==> src/rtl/sprite_pixel_fetch_if.sv <==
// Pixel request, pattern ROM and resolved-pixel bundle for sprite_pixel_fetch.
// The slave modport is the fetch stage; the master is its environment.
interface sprite_pixel_fetch_if #(
    parameter int NSPR = 4,
    parameter int CHW  = (NSPR > 1) ? $clog2(NSPR) : 1
);
    logic               pix_en;
    logic [9:0]         hcount;
    logic [9:0]         vcount;
    logic [16*NSPR-1:0] spr_addr;
    logic [NSPR-1:0]    spr_valid;
    logic [7:0]         bg_idx;
    logic [15:0]        rom_addr;
    logic               rom_rd;
    logic [7:0]         rom_data;
    logic [7:0]         pix_idx;
    logic [9:0]         pix_hcount;
    logic [9:0]         pix_vcount;
    logic               out_valid;
    logic               sprite_hit;
    logic [CHW-1:0]     hit_ch;
    logic               busy;
    logic               overrun;
    logic               clr_overrun;

    modport master (
        output pix_en, hcount, vcount, spr_addr, spr_valid, bg_idx, rom_data, clr_overrun,
        input  rom_addr, rom_rd, pix_idx, pix_hcount, pix_vcount, out_valid,
               sprite_hit, hit_ch, busy, overrun
    );

    modport slave (
        input  pix_en, hcount, vcount, spr_addr, spr_valid, bg_idx, rom_data, clr_overrun,
        output rom_addr, rom_rd, pix_idx, pix_hcount, pix_vcount, out_valid,
               sprite_hit, hit_ch, busy, overrun
    );
endinterface

==> src/rtl/sprite_pixel_fetch.sv <==
// Per-pixel sprite resolve: walks valid channels in priority order through the
// shared pattern ROM and emits the first opaque texel, else the background index.
module sprite_pixel_fetch #(
    parameter int         NSPR    = 4,
    parameter int         ROM_LAT = 2,
    parameter logic [7:0] TRANSP  = 8'h00,
    parameter int         CHW     = (NSPR > 1) ? $clog2(NSPR) : 1
) (
    input  logic                clk,
    input  logic                reset,
    sprite_pixel_fetch_if.slave bus
);
    localparam logic [2:0] IDLE  = 3'd0;
    localparam logic [2:0] SCAN  = 3'd1;
    localparam logic [2:0] ISSUE = 3'd2;
    localparam logic [2:0] WAIT  = 3'd3;
    localparam logic [2:0] DONE  = 3'd4;

    logic [2:0]            state;
    logic [NSPR-1:0][15:0] addr;
    logic [NSPR-1:0]       pend;
    logic [9:0]            hc;
    logic [9:0]            vc;
    logic [7:0]            bg;
    logic [CHW-1:0]        ch;
    logic [2:0]            wcnt;
    logic [7:0]            res_idx;
    logic                  res_hit;
    logic [CHW-1:0]        res_ch;
    logic [CHW-1:0]        low_ch;

    // Lowest pending channel wins; scanning downward leaves the smallest index.
    always_comb begin
        low_ch = '0;
        for (int i = NSPR - 1; i >= 0; i--) begin
            if (pend[i]) low_ch = CHW'(i);
        end
    end

    assign bus.busy = (state != IDLE);

    always_ff @(posedge clk) begin
        if (!reset) begin
            state          <= IDLE;
            addr           <= '0;
            pend           <= '0;
            hc             <= '0;
            vc             <= '0;
            bg             <= '0;
            ch             <= '0;
            wcnt           <= '0;
            res_idx        <= '0;
            res_hit        <= 1'b0;
            res_ch         <= '0;
            bus.rom_addr   <= '0;
            bus.rom_rd     <= 1'b0;
            bus.pix_idx    <= '0;
            bus.pix_hcount <= '0;
            bus.pix_vcount <= '0;
            bus.out_valid  <= 1'b0;
            bus.sprite_hit <= 1'b0;
            bus.hit_ch     <= '0;
            bus.overrun    <= 1'b0;
        end else begin
            bus.out_valid <= 1'b0;
            bus.rom_rd    <= 1'b0;

            // A dropped request outranks a same-cycle clear.
            if (bus.pix_en && state != IDLE)
                bus.overrun <= 1'b1;
            else if (bus.clr_overrun)
                bus.overrun <= 1'b0;

            case (state)
                IDLE: begin
                    if (bus.pix_en) begin
                        addr  <= bus.spr_addr;
                        pend  <= bus.spr_valid;
                        hc    <= bus.hcount;
                        vc    <= bus.vcount;
                        bg    <= bus.bg_idx;
                        state <= SCAN;
                    end
                end
                SCAN: begin
                    if (pend == '0) begin
                        res_idx <= bg;
                        res_hit <= 1'b0;
                        res_ch  <= '0;
                        state   <= DONE;
                    end else begin
                        // Address and strobe are registered here so they appear in ISSUE.
                        ch           <= low_ch;
                        pend[low_ch] <= 1'b0;
                        bus.rom_addr <= addr[low_ch];
                        bus.rom_rd   <= 1'b1;
                        state        <= ISSUE;
                    end
                end
                ISSUE: begin
                    wcnt  <= 3'(ROM_LAT);
                    state <= WAIT;
                end
                WAIT: begin
                    if (wcnt == 3'd1) begin
                        if (bus.rom_data != TRANSP) begin
                            res_idx <= bus.rom_data;
                            res_hit <= 1'b1;
                            res_ch  <= ch;
                            state   <= DONE;
                        end else begin
                            state <= SCAN;
                        end
                    end else begin
                        wcnt <= wcnt - 3'd1;
                    end
                end
                DONE: begin
                    bus.pix_idx    <= res_idx;
                    bus.pix_hcount <= hc;
                    bus.pix_vcount <= vc;
                    bus.sprite_hit <= res_hit;
                    bus.hit_ch     <= res_ch;
                    bus.out_valid  <= 1'b1;
                    state          <= IDLE;
                end
                default: state <= IDLE;
            endcase
        end
    end
endmodule

==> src/flat_wrapper.sv <==
// flat-port wrapper written by rule: the top's interface ports become plain ports
module sprite_pixel_fetch_flat 
#(
    parameter int         NSPR    = 4,
    parameter int         ROM_LAT = 2,
    parameter logic [7:0] TRANSP  = 8'h00,
    parameter int         CHW     = (NSPR > 1) ? $clog2(NSPR) : 1
)
  (clk, reset, bus_pix_en, bus_hcount, bus_vcount, bus_spr_addr, bus_spr_valid, bus_bg_idx, bus_rom_data, bus_clr_overrun, bus_rom_addr, bus_rom_rd, bus_pix_idx, bus_pix_hcount, bus_pix_vcount, bus_out_valid, bus_sprite_hit, bus_hit_ch, bus_busy, bus_overrun);
  sprite_pixel_fetch_if #(.NSPR(NSPR), .CHW(CHW)) bus_i ();
  input  logic clk;
  input  logic reset;
  input wire logic [$bits(bus_i.pix_en)-1:0] bus_pix_en;
  input wire logic [$bits(bus_i.hcount)-1:0] bus_hcount;
  input wire logic [$bits(bus_i.vcount)-1:0] bus_vcount;
  input wire logic [$bits(bus_i.spr_addr)-1:0] bus_spr_addr;
  input wire logic [$bits(bus_i.spr_valid)-1:0] bus_spr_valid;
  input wire logic [$bits(bus_i.bg_idx)-1:0] bus_bg_idx;
  input wire logic [$bits(bus_i.rom_data)-1:0] bus_rom_data;
  input wire logic [$bits(bus_i.clr_overrun)-1:0] bus_clr_overrun;
  output wire logic [$bits(bus_i.rom_addr)-1:0] bus_rom_addr;
  output wire logic [$bits(bus_i.rom_rd)-1:0] bus_rom_rd;
  output wire logic [$bits(bus_i.pix_idx)-1:0] bus_pix_idx;
  output wire logic [$bits(bus_i.pix_hcount)-1:0] bus_pix_hcount;
  output wire logic [$bits(bus_i.pix_vcount)-1:0] bus_pix_vcount;
  output wire logic [$bits(bus_i.out_valid)-1:0] bus_out_valid;
  output wire logic [$bits(bus_i.sprite_hit)-1:0] bus_sprite_hit;
  output wire logic [$bits(bus_i.hit_ch)-1:0] bus_hit_ch;
  output wire logic [$bits(bus_i.busy)-1:0] bus_busy;
  output wire logic [$bits(bus_i.overrun)-1:0] bus_overrun;
  assign bus_i.pix_en = bus_pix_en;
  assign bus_i.hcount = bus_hcount;
  assign bus_i.vcount = bus_vcount;
  assign bus_i.spr_addr = bus_spr_addr;
  assign bus_i.spr_valid = bus_spr_valid;
  assign bus_i.bg_idx = bus_bg_idx;
  assign bus_i.rom_data = bus_rom_data;
  assign bus_i.clr_overrun = bus_clr_overrun;
  assign bus_rom_addr = bus_i.rom_addr;
  assign bus_rom_rd = bus_i.rom_rd;
  assign bus_pix_idx = bus_i.pix_idx;
  assign bus_pix_hcount = bus_i.pix_hcount;
  assign bus_pix_vcount = bus_i.pix_vcount;
  assign bus_out_valid = bus_i.out_valid;
  assign bus_sprite_hit = bus_i.sprite_hit;
  assign bus_hit_ch = bus_i.hit_ch;
  assign bus_busy = bus_i.busy;
  assign bus_overrun = bus_i.overrun;
  sprite_pixel_fetch #(.NSPR(NSPR), .ROM_LAT(ROM_LAT), .TRANSP(TRANSP), .CHW(CHW)) u_core (.clk(clk), .reset(reset), .bus(bus_i));
endmodule
==> config.mk <==
export PLATFORM = sky130hd
export DESIGN_NAME = sprite_pixel_fetch_flat
export DESIGN_NICKNAME = d
export VERILOG_FILES = /design/src/rtl/sprite_pixel_fetch_if.sv /design/src/rtl/sprite_pixel_fetch.sv /design/src/flat_wrapper.sv
export SDC_FILE = /design/constraint.sdc
export NUM_CORES = 1
export LEC_CHECK = 0
export BUFFER_PORTS_ARGS = -buffer_cell sky130_fd_sc_hd__buf_4
export CAP_MARGIN = 20
export CORE_MARGIN = 2
export CORE_UTILIZATION = 50
export CTS_CLUSTER_DIAMETER = 120
export DETAILED_ROUTE_END_ITERATION = 10
export GPL_TIMING_DRIVEN = 0
export HOLD_SLACK_MARGIN = 0.12
export PLACE_DENSITY = 0.79
export SLEW_MARGIN = 20
export SYNTH_ARGS = -nofsm -noshare
export SYNTH_HDL_FRONTEND = slang
export SYNTH_SLANG_ARGS = --single-unit
==> constraint.sdc <==
create_clock -name clk -period 1.69 [get_ports clk]
set_input_delay 0.2535 -clock clk [delete_from_list [all_inputs] [get_ports clk]]
set_output_delay 0.2535 -clock clk [all_outputs]
set_load 0.01 [all_outputs]
== Word level (Yosys, flattened, before mapping) ==
Index checks and enable logic that the tools add are counted.

* Logic and storage cells: 91
* Output and inout bits: 51
* Input bits: 108
* Bits in registers: 165

* $add $sub $neg: 1
* Bitwise gates (word level): 3
* Equality and inequality tests: 11
* Reductions and logical operators: 17
* Multiplexer cells: 34
* Magnitude comparators: 2

{| class="wikitable"
|+ Operator list
! cell !! number
|-
| $bmux W16 S2 || 1
|-
| $mux W8 || 3
|-
| $mux W16 || 1
|-
| $pmux W8 S2 || 1
|-
| $mux W3 || 5
|-
| $mux W2 || 7
|-
| $pmux W3 S4 || 1
|-
| $reduce_and A2 Y1 || 5
|-
| $mux W1 || 8
|-
| $mux W4 || 2
|-
| $pmux W4 S2 || 1
|-
| $reduce_bool A2 Y1 || 4
|-
| $reduce_bool A8 Y1 || 1
|-
| $eq A3 B1 Y1 const B || 2
|-
| $eq A3 B2 Y1 const B || 2
|-
| $ne A2 B1 Y1 const B || 3
|-
| $ne A2 B2 Y1 const B || 3
|-
| $pmux W3 S2 || 1
|-
| $and A4 B4 Y4 || 1
|-
| $logic_not A4 Y1 || 1
|-
| $not A4 Y4 || 1
|-
| $pmux W2 S2 || 1
|-
| $reduce_and A4 Y1 || 1
|-
| $eq A3 B3 Y1 const B || 1
|-
| 10 further kinds || 11
|}

== Longest topological paths before layout ==
* Depth in word-level cells: 12
* Mapped depth: 7
* Gate-level depth less buffers: 6

== Worst setup path after synthesis ==
No wires, ideal clock.

* Path type: input to register
* Start point: in bus_rom_data[5]
* End point: reg u_core.res_idx[0]
* Path buffers: 1
* Arrival: 1.426 ns
* Cell stages on the path: 5
* Required time: 1.559 ns
* Path slack: 0.133 ns
* Setup time: 0.131 ns
* Path through: or4_4 -> o211a_4 -> buf_6 -> o31ai_2 -> a21oi_1

* Cells in the longest elaborated chain, start to end: 3

{| class="wikitable"
|+ RTL lines
! what !! RTL line !! source
|-
| from (decl) || flat_wrapper.sv:19 || <nowiki>input wire logic [$bits(bus_i.rom_data)-1:0] bus_rom_data;</nowiki>
|-
| $reduce_bool A8 Y1 || sprite_pixel_fetch.sv:106 || <nowiki>if (bus.rom_data != TRANSP) begin</nowiki>
|-
| $ne A2 B1 Y1 (no source line) || n/a ||
|-
| $reduce_and A4 Y1 (no source line) || n/a ||
|-
| to (signal assigned) || sprite_pixel_fetch.sv:87 || <nowiki>res_idx <= bg;</nowiki>
|-
| to (signal assigned) || sprite_pixel_fetch.sv:107 || <nowiki>res_idx <= bus.rom_data;</nowiki>
|-
| to (decl) || sprite_pixel_fetch.sv:27 || <nowiki>logic [7:0] res_idx;</nowiki>
|}

No other way between the ends.
A chain may end at the register's enable or synchronous reset.

== Worst setup path in the final report ==
* Start point: reg u_core.state[0]
* End point: reg u_core.bus.rom_addr[11]

* Cells in the longest elaborated chain, start to end: 2

{| class="wikitable"
|+ RTL lines
! what !! RTL line !! source
|-
| from (decl) || sprite_pixel_fetch.sv:19 || <nowiki>logic [2:0] state;</nowiki>
|-
| from (signal assigned) || sprite_pixel_fetch.sv:44 || <nowiki>state <= IDLE;</nowiki>
|-
| from (signal assigned) || sprite_pixel_fetch.sv:82 || <nowiki>state <= SCAN;</nowiki>
|-
| from (signal assigned) || sprite_pixel_fetch.sv:90 || <nowiki>state <= DONE;</nowiki>
|-
| $eq A3 B1 Y1 || sprite_pixel_fetch.sv:74 || <nowiki>case (state)</nowiki>
|-
| $reduce_and A2 Y1 (no source line) || n/a ||
|-
| to (signal assigned) || sprite_pixel_fetch.sv:95 || <nowiki>bus.rom_addr <= addr[low_ch];</nowiki>
|-
| to (decl) || sprite_pixel_fetch_if.sv:34 || <nowiki>output rom_addr, rom_rd, pix_idx, pix_hcount, pix_vcount, out_valid,</nowiki>
|}

No other way between the ends.

==> out/summary.txt <==
Pleak = 3.973 nW
Initial Utilization = 51.50%
fmax = 596.3 MHz
number of nets in the layout = 1198
Initial DRC Count = 493
Final Setup Violations = 0
met3 GRT Util = 4.887%
outcome = finished, final reports clean
DP Wirelength = 13.75 mm
IO Port Bufs = 156
clk sink count = 165
crit path kind = register to register
DIE AREA = 14640 µm²
met1 GRT Util = 36.05%
height of the die = 121.0 µm
max-cap violations = 0
power density over cell area = 1020 nW/µm²
Max Slew Vio Count = 0
CP max stage delay = 0.39 ns
site row count = 42
Post-Syn Area = 6847 µm²
DR WL/cell = 16.70 µm
fin crit share = 99.24%
global-route wire length before repair = 32.72 mm
antenna-violating nets left = 0
min Tclk post-route = 1.677 ns
die span in x = 121.0 µm
fraction of final layout cells sized beyond drive strength 1 = 25.09%
global-route usage over all layers = 28.86%
Buf/Inv on CP = 2
Detailed Routing Iterations Pass 1 = 5
htree depth = 4
synthesized flop and latch total = 165
antenna cells = 0
Worst setup EP type = register
GRT overflow = 0
CP Data Required Time = 1.99 ns
max_slew headroom = 48.46%
antenna violations before repair = 0
synth-to-layout area growth = 45.60%
Post-Route Utilization = 74.98%
Max VDD drop = 0.0007359 V
GRT busiest layer = met2
Distinct cells, synth = 47
total CTS buffers = 17
CTS clock-pin slew for the worst setup and hold paths = 0.06 ns
CP max stage cell = or3b_4
crit-path cells = buf_6 -> or3b_4 -> nor2_4 -> clkbuf_4 -> a21oi_1
Top-Level Pins = 159
RSZ-0062 raised after global routing = yes
Remaining DRCs = 0
Synthesized Nets = 924
Root Buffer = clkbuf_16
largest net degree at the start of global routing = 17
number of global-route vias before repair = 6581
Ys Warns = 0
clk_skew = 0.006056 ns
Mapped Cells = 814
Mean Syn Cell Area = 8.411 µm²
vias per cell = 5.307
Hold Vio Cnt, Final = 0
worst skew pair latency = 0.43 ns
Worst Setup Start Kind = register
TritonCTS clock tree = done
core area = 13300 µm²
Routability Congestion = 0.8898
Min Hold Slack = 0.1312 ns
slew at the pin with the worst max-slew slack = 0.7731 ns
Clock Path Buffers = 2
final WL = 21.31 mm
WP data arrival = 1.98 ns
total number of vias = 6772
Seq/Total Area, Yosys = 48.25%
class of the worst hold path = primary input to register
crit-path max FO = 10
delay-heaviest family, CP = simple AND/OR/NAND/NOR gates
met2 Track Usage GR = 49.47%
==> flip-flops by register name (all words and copies together), names as in the netlist, 2 cells and up <==
| name | cells |
|---|---|
| u_core.bus.rom_addr | 16 |
| u_core.pend | 4 |
| u_core.bus.pix_idx | 8 |
| u_core.hc | 10 |
| u_core.bus.hit_ch | 2 |
| u_core.bus.pix_vcount | 10 |
| u_core.wcnt | 3 |
| u_core.vc | 10 |
| u_core.ch | 2 |
| u_core.bus.pix_hcount | 10 |
| u_core.res_idx | 8 |
| u_core.state | 3 |
| u_core.res_ch | 2 |
| u_core.bg | 8 |
| u_core.addr | 64 |
==> tightest hold or removal path, delay by kind of cell <==
family / cells / cell delay (ns)
compound gates: 1 / 0.08
simple gates: 1 / 0.07
buf+inv: 1 / 0.11
==> power by group <==
part / total, W / leakage (nW) / internal, W / switching (W)
Clock: 0.00376 / 0.282 / 0.00223 / 0.00153
Sequential: 0.00443 / 1.35 / 0.00422 / 0.000215
Combinational: 0.00198 / 2.34 / 0.000943 / 0.00104
==> cell usage after synthesis (all sizes together) <==
| cell type | n | area [µm²] |
|---|---|---|
| a211oi | 1 | 7.510 |
| a21boi | 129 | 968.4 |
| a21oi | 47 | 235.2 |
| a221oi | 15 | 131.4 |
| and2 | 5 | 31.28 |
| and2b | 1 | 8.760 |
| and3 | 1 | 6.260 |
| and3b | 1 | 10.01 |
| buf | 30 | 171.4 |
| clkbuf | 38 | 143.9 |
| dfxtp | 165 | 3303 |
| ha | 2 | 25.02 |
| inv | 3 | 11.26 |
| mux2i | 10 | 100.1 |
| nand2 | 273 | 1025 |
| nand2b | 2 | 12.51 |
| nand3 | 3 | 15.01 |
| nand3b | 20 | 150.1 |
| nor2 | 11 | 43.80 |
| nor2b | 3 | 18.77 |
| nor3 | 4 | 20.02 |
| nor3b | 4 | 35.03 |
| nor4 | 1 | 6.260 |
| nor4b | 1 | 23.77 |
| o211a | 1 | 17.52 |
| o211ai | 1 | 7.510 |
| o21a | 3 | 22.52 |
| o21ai | 22 | 113.9 |
| o311a | 1 | 10.01 |
| o31a | 1 | 8.760 |
| o31ai | 9 | 107.6 |
| or2 | 1 | 6.260 |
| or3 | 1 | 6.260 |
| or3b | 2 | 20.02 |
| or4 | 2 | 22.52 |
==> kinds of logic after synthesis <==
kind of cell / count (synthesis) / share of synthesized area, %
buffers and inverters: 71 / 4.770
flip-flops: 165 / 48.25
adder cells (fa/ha/maj): 2 / 0.3654
AO/OA/AOI/OAI: 230 / 23.81
multiplexers: 10 / 1.462
AND/OR/NAND/NOR: 336 / 21.35
==> timing repair <==
item | in CTS | in global routing
pin swaps | 1 | 1
cloned | 0 | 1
endpoints found under the setup margin | 97 | 126
resized for setup | 27 | 56
hold buffers | 89 | 0
buffers inserted | 5 | 5
endpoints found under the hold margin | 89 | 0
==> cells in the final DEF, fill, tap and decap left out, types with 3 or more instances in the layout <==
master	n
nand2_1	273
nand3_1	3
o21ai_0	11
nor3b_1	3
buf_6	11
clkinv_2	6
nand3b_1	20
nor3_1	3
a221oi_1	11
nor2b_1	3
a21boi_0	118
mux2i_1	10
o21a_1	3
dfxtp_1	159
nor2_1	8
clkbuf_4	6
clkbuf_1	25
o31ai_2	8
a221oi_2	4
buf_4	173
a21boi_1	11
clkbuf_16	17
clkbuf_2	14
o21ai_1	10
a21oi_1	46
and2_1	5
dlygate4sd3_1	89
buf_2	6
inv_1	3
dfxtp_2	4
==> metrics by stage <==
stage / TNS (ns) / setup slack, ns / cells / instance area [µm²] / power [W]
2_1_floorplan: 0 / 0.1326 / 814 / 6847 / 0.005425
3_3_place_gp: -3.675 / -0.1469 / 1146 / 8238 / 0.006045
3_5_place_dp: -6.599 / -0.2209 / 1146 / 8238 / 0.006082
4_1_cts: 0 / 0.0009084 / 1271 / 9799 / 0.01002
5_1_grt: -0.1816 / -0.02445 / 1276 / 9968 / 0.01055
6_report: 0 / 0.01287 / 1276 / 9968 / 0.01017
==> final cells by class <==
class / instances / area (µm²)
Buffer: 67 / 410.4
Fill cell: 947 / 3327
Multi-Input combinational cell: 578 / 3294
Timing Repair Buffer: 256 / 2150
Inverter: 3 / 11.26
Tap cell: 176 / 220.2
Sequential cell: 165 / 3316
Clock inverter: 10 / 106.4
Clock buffer: 21 / 460.4
==> routing by layer <==
layer / part of all wire (%) / vias up
met1: 42 / 3218
met2: 50 / 220
met3: 5.1 / 37
met4: 2.4 / 0
met5: 0 / -
li1: - / 3297
==> path summary, 6_finish.rpt <==
check                   start                       to  slack, ns  cells after the start
max reg2reg   u_core.state[0]  u_core.bus.rom_addr[11]       0.01                      5
max           u_core.state[0]  u_core.bus.rom_addr[11]       0.01                      5
min          bus_spr_addr[44]          u_core.addr[44]       0.13                      3
min reg2reg      u_core.ch[1]             u_core.ch[1]       0.46                      2
No activity file was read; power rests on OpenSTA's default activity.
